## config.mk

```make
export PLATFORM = sky130hd
export DESIGN_NAME = encoder_8to3_pending
export DESIGN_NICKNAME = d
export VERILOG_FILES = /design/src/rtl/encoder_8to3_pending_pkg.sv /design/src/rtl/encoder_8to3_pending_prio_enc_8to3.sv /design/src/rtl/encoder_8to3_pending.sv
export SDC_FILE = /design/constraint.sdc
export NUM_CORES = 1
export LEC_CHECK = 0
export BUFFER_PORTS_ARGS = -buffer_cell sky130_fd_sc_hd__buf_2
export CAP_MARGIN = 20
export CORE_MARGIN = 2
export CORE_UTILIZATION = 45
export CTS_BUF_LIST = sky130_fd_sc_hd__clkbuf_2 sky130_fd_sc_hd__clkbuf_4 sky130_fd_sc_hd__clkbuf_8
export DETAILED_ROUTE_END_ITERATION = 12
export PLACE_DENSITY = 0.8
export SYNTH_ARGS = -nofsm -noshare
export SYNTH_HDL_FRONTEND = slang
export SYNTH_SLANG_ARGS = --single-unit
```

## constraint.sdc

```tcl
create_clock -name clk -period 1.56 [get_ports clk]
set_clock_uncertainty 0.1 [all_clocks]
set_input_delay 0.156 -clock clk [delete_from_list [all_inputs] [get_ports clk]]
set_output_delay 0.156 -clock clk [all_outputs]
set_load 0.02 [all_outputs]
```

## src/rtl/encoder_8to3_pending_pkg.sv

```systemverilog
// Shared constants, FSM encoding and the code-to-one-hot helper for the
// pending-request priority encoder.
package encoder_8to3_pending_pkg;

   localparam int N_REQ = 8;
   localparam int IDX_W = 3;

   typedef enum logic {
      ST_IDLE    = 1'b0,
      ST_PRESENT = 1'b1
   } state_t;

   // Same mapping as the 3-to-8 decoder: code n sets bit n.
   function automatic logic [N_REQ-1:0] onehot3to8(input logic [IDX_W-1:0] code);
      logic [N_REQ-1:0] v;
      v = '0;
      v[code] = 1'b1;
      return v;
   endfunction

endpackage

```

## src/rtl/encoder_8to3_pending_prio_enc_8to3.sv

```systemverilog
// Combinational 8-to-3 priority encoder; the highest set index wins.
module prio_enc_8to3
   import encoder_8to3_pending_pkg::*;
(
   input  logic [N_REQ-1:0] i_vec,
   output logic [IDX_W-1:0] o_idx,
   output logic             o_any
);

   always_comb begin
      o_idx = '0;
      for (int i = 0; i < N_REQ; i++) begin
         if (i_vec[i]) o_idx = i[IDX_W-1:0];
      end
   end

   assign o_any = |i_vec;

endmodule

```

## src/rtl/encoder_8to3_pending.sv

```systemverilog
// Registered 8-to-3 priority encoder with pending-request capture and a
// valid/ack handshake toward the dispatch logic.
//
// state      | meaning
// -----------+-----------------------------------------------------------
// ST_IDLE    | nothing presented, valid=0, code=0
// ST_PRESENT | valid=1, code held stable until acked
module encoder_8to3_pending
   import encoder_8to3_pending_pkg::*;
(
   input  logic             clk,
   input  logic             rst_n,
   input  logic             en,
   input  logic [N_REQ-1:0] req,
   input  logic             ack,
   output logic             valid,
   output logic [IDX_W-1:0] code,
   output logic [N_REQ-1:0] pending,
   output logic             dup
);

   state_t           r_state;
   state_t           w_state_nxt;
   logic [IDX_W-1:0] r_code;
   logic [IDX_W-1:0] w_code_nxt;
   logic [N_REQ-1:0] r_pending;
   logic             r_dup;

   logic [N_REQ-1:0] w_req_g;
   logic [N_REQ-1:0] w_clr;
   logic [N_REQ-1:0] w_pend_nxt;
   logic [IDX_W-1:0] w_prio_idx;
   logic             w_prio_any;
   logic             w_valid;

   assign w_valid    = (r_state == ST_PRESENT);
   assign w_req_g    = en ? req : '0;
   assign w_clr      = (w_valid && ack) ? onehot3to8(r_code) : '0;
   // Set wins over clear so a same-cycle re-request re-pends as a new event.
   assign w_pend_nxt = (r_pending & ~w_clr) | w_req_g;

   prio_enc_8to3 u_prio (
      .i_vec (w_pend_nxt),
      .o_idx (w_prio_idx),
      .o_any (w_prio_any)
   );

   always_comb begin
      w_state_nxt = r_state;
      w_code_nxt  = r_code;
      case (r_state)
         ST_IDLE: begin
            w_code_nxt = '0;
            if (w_prio_any) begin
               w_state_nxt = ST_PRESENT;
               w_code_nxt  = w_prio_idx;
            end
         end
         ST_PRESENT: begin
            if (ack) begin
               if (w_prio_any) begin
                  w_code_nxt = w_prio_idx;
               end else begin
                  w_state_nxt = ST_IDLE;
                  w_code_nxt  = '0;
               end
            end
         end
         default: begin
            w_state_nxt = ST_IDLE;
            w_code_nxt  = '0;
         end
      endcase
   end

   always_ff @(posedge clk or negedge rst_n) begin
      if (!rst_n) begin
         r_state   <= ST_IDLE;
         r_code    <= '0;
         r_pending <= '0;
         r_dup     <= 1'b0;
      end else begin
         r_state   <= w_state_nxt;
         r_code    <= w_code_nxt;
         r_pending <= w_pend_nxt;
         r_dup     <= |(w_req_g & r_pending & ~w_clr);
      end
   end

   assign valid   = w_valid;
   assign code    = r_code;
   assign pending = r_pending;
   assign dup     = r_dup;

endmodule

```

==> flow_summary.toml <==
[worst_hold_path]
min_from = "req[0]"
hold_class = "in -> reg"

[setup_path]
cp-startpoint = "code[0]"
cp-end-kind = "register"
start_kind = "register"
worst_ep_required_time_ns = 1.62
worst-setup-path-type = "reg -> reg"
r2r-start = "code[0]"
arrival_ns = 1.74
path_max_fanout = 6

[final_layout]
final_core_util_pct = 72.24
finalNetCount = 143
antenna_cells = 0
final_area_um2 = 1114
area_growth_pct = 45.66
drive_gt1_share_pct = 48.46

[route]
wire_per_inst_um = 14.97
drcViolationCount = 0
drt_wl_total_um = 2185
firstDrtPassIters = 7
antenna_left = 0
via_per_inst = 5.795
drt_iter0_drc = 16
vias = 846

[sta]
rsz0062_at_grt = "yes"
slew_headroom_pct = 76.91
worst_slack_ns = -0.1206
period_needed_ns = 1.681
max_freq_mhz = 595.0
final_hold_viol_count = 0
final_max_slew_viol_count = 0
finalSetupViolations = 4
min_period_over_period_pct = 107.7
tightest_slew_ns = 0.3427
fin_setup_tns_ns = -0.3578

[place]
finalWeightedCongestion = 0.9149
dpl.hpwl_um = 1607
dpl_cell_area_um2 = 1012
port-buffer-count = 24
dp_slack_ns = -0.1137

[pwr]
p_sw_share_pct = 36.62
p_clk_share_pct = 21.6
p_int_uw = 658.6
peakVddDrop_mv = 0.6835
power_frac_comb_pct = 37.5
sequentialPowerShare_pct = 40.9
switching_power_uw = 380.6
p_leak_uw = 0.0004950
power.density_nw_per_um2 = 933.2
totalPowerFinal_uw = 1039

[run]
max_cap_violations = 0

[logic_synthesis]
yosysTopAreaCellShare_pct = 42.55
postSynthNetCount = 99
synth_cells = 87
synthFlopType = "dfrtp_1"
synth_area_leaders = "dfrtp_1 43%, nand2_1 10%, o21ai_0 5.2%"
yosysWarningCount = 0
synthTopCellsByCount = "21 x nand2_1, 13 x dfrtp_1, 8 x o21ai_0"
syn_area_um2 = 764.5
ys_seq_elements = 13
yosys.cell_count.top_type = "nand2_1"
yosysSeqAreaShare_pct = 42.55
synthArstFlopShare_pct = 100.0
synth_top_cell_by_area = "dfrtp_1"
synth_edf_count = 0
yosysUniqueCellTypes = 31
avgSynthCellArea_um2 = 8.787

[grt]
grt_max_degree = 14
grt_use_met2_pct = 35.14
globalRouteMet1Util_pct = 28.96
grt_overflow = 0
grt_pass1_wl_um = 3277
grt_busiest_layer = "met2"
met3_usage_pct = 6.000
grt_usage_pct = 22.75
grt_pass1_vias = 764
antenna_found_initial = 0

[floorplan]
ioPinCount = 25
core_region_area_um2 = 1541
die_y_um = 45.22
dieArea_um2 = 2044
die_w_um = 45.22
rows = 14
initial_core_util_pct = 49.59

[cts]
cts_made_buffers = 3
clock_sinks = 13
clk_pin_slew_ns = 0.08
cts_buffer_depth = 2
htreeDepth = 1
cts_root_buf = "clkbuf_4"
cts_tree = "done"
insertion_delay_ns = 0.27

[status]
status = "complete, but fails checks"
violations = "setup timing"
## what timing repair did
item / CTS / global route
gates resized for setup: 5 / 5
pin swaps: 4 / 4
buffers inserted: 1 / 2
setup endpoints to repair: 5 / 5
hold buffers: 1 / 0
endpoints found under the hold margin: 13 / 0
## cells in the final DEF, fill, tap and decap left out
master	n
inv_1	6
a221o_1	1
o21ai_0	6
a41o_1	1
o21a_1	1
nand3_1	1
dfrtp_2	4
o211ai_1	1
nand3_2	1
o31ai_2	1
or3_1	1
o31ai_1	1
o22ai_1	2
nand4_1	3
o31a_1	1
buf_4	15
clkbuf_4	4
dfrtp_1	9
nor2_1	2
nor2b_1	1
o21ai_2	1
a21oi_1	3
o41ai_2	1
buf_2	24
a21oi_2	1
a211oi_2	2
and3_1	1
nor2_2	1
nand2b_1	1
o22a_1	1
o21ai_4	2
nand3_4	1
nand3b_4	1
o21ai_1	2
nand2_1	21
and3_4	1
nand2b_4	2
a31o_2	1
dlygate4sd3_1	1
## final timing paths
path | endpoint | slack, ns | cells past startpoint
max | dup | -0.12 | 5
min | pending[0] | 0.01 | 3
max reg2reg | dup | -0.12 | 5
min reg2reg | code[0] | 0.47 | 2
max in group asynchronous | valid | 0.91 | 2
min in group asynchronous | pending[5] | 0.19 | 2
## flip-flops by register name, summed over array words and instances, names as in the netlist
signal,flops
dup,1
code,3
valid,1
pending,8
## metal layers
layer / share of wire, % / wire, um
met5: 0 / 0
met3: 6.6 / 145
met4: 1.5 / 33
met2: 50 / 1094
met1: 42 / 912
## per-stage QoR
stage,cells,hold WS (ns)
finish,146,0.01250
CTS,144,0.004867
floorplan,87,-0.2396
global route,146,0.02895
global placement,138,-0.03863
detailed placement,138,-0.03701
## cell type report
class	count	area, um2
sequential	13	330.3
clock buffer	4	30.03
tap	16	20.02
fill	124	427.9
inverter	6	22.52
timing repair buffer	40	242.7
multi-input combinational	67	467.9
## cells by family after synthesis
logic type,synth area share (%)
buffers and inverters,4.746
AND/OR/NAND/NOR,25.37
AO/OA/AOI/OAI,27.33
flip-flops,42.55
## power by group through the flow
stage	clock network, uW	registers (uW)	logic (uW)
after detailed placement	0	425	342
final	224	425	390
after global routing	253	431	422
after global placement	0	422	332
after CTS	235	423	372
after floorplan	0	470	148
## critical path: stages, from the launching register on
cell and delay [ns]:
dfrtp_2 0.44, nand3b_4 0.21, o211ai_1 0.19, a21oi_1 0.10, a221o_1 0.28, o31a_1 0.25
Power figures use the tool's default switching activity.
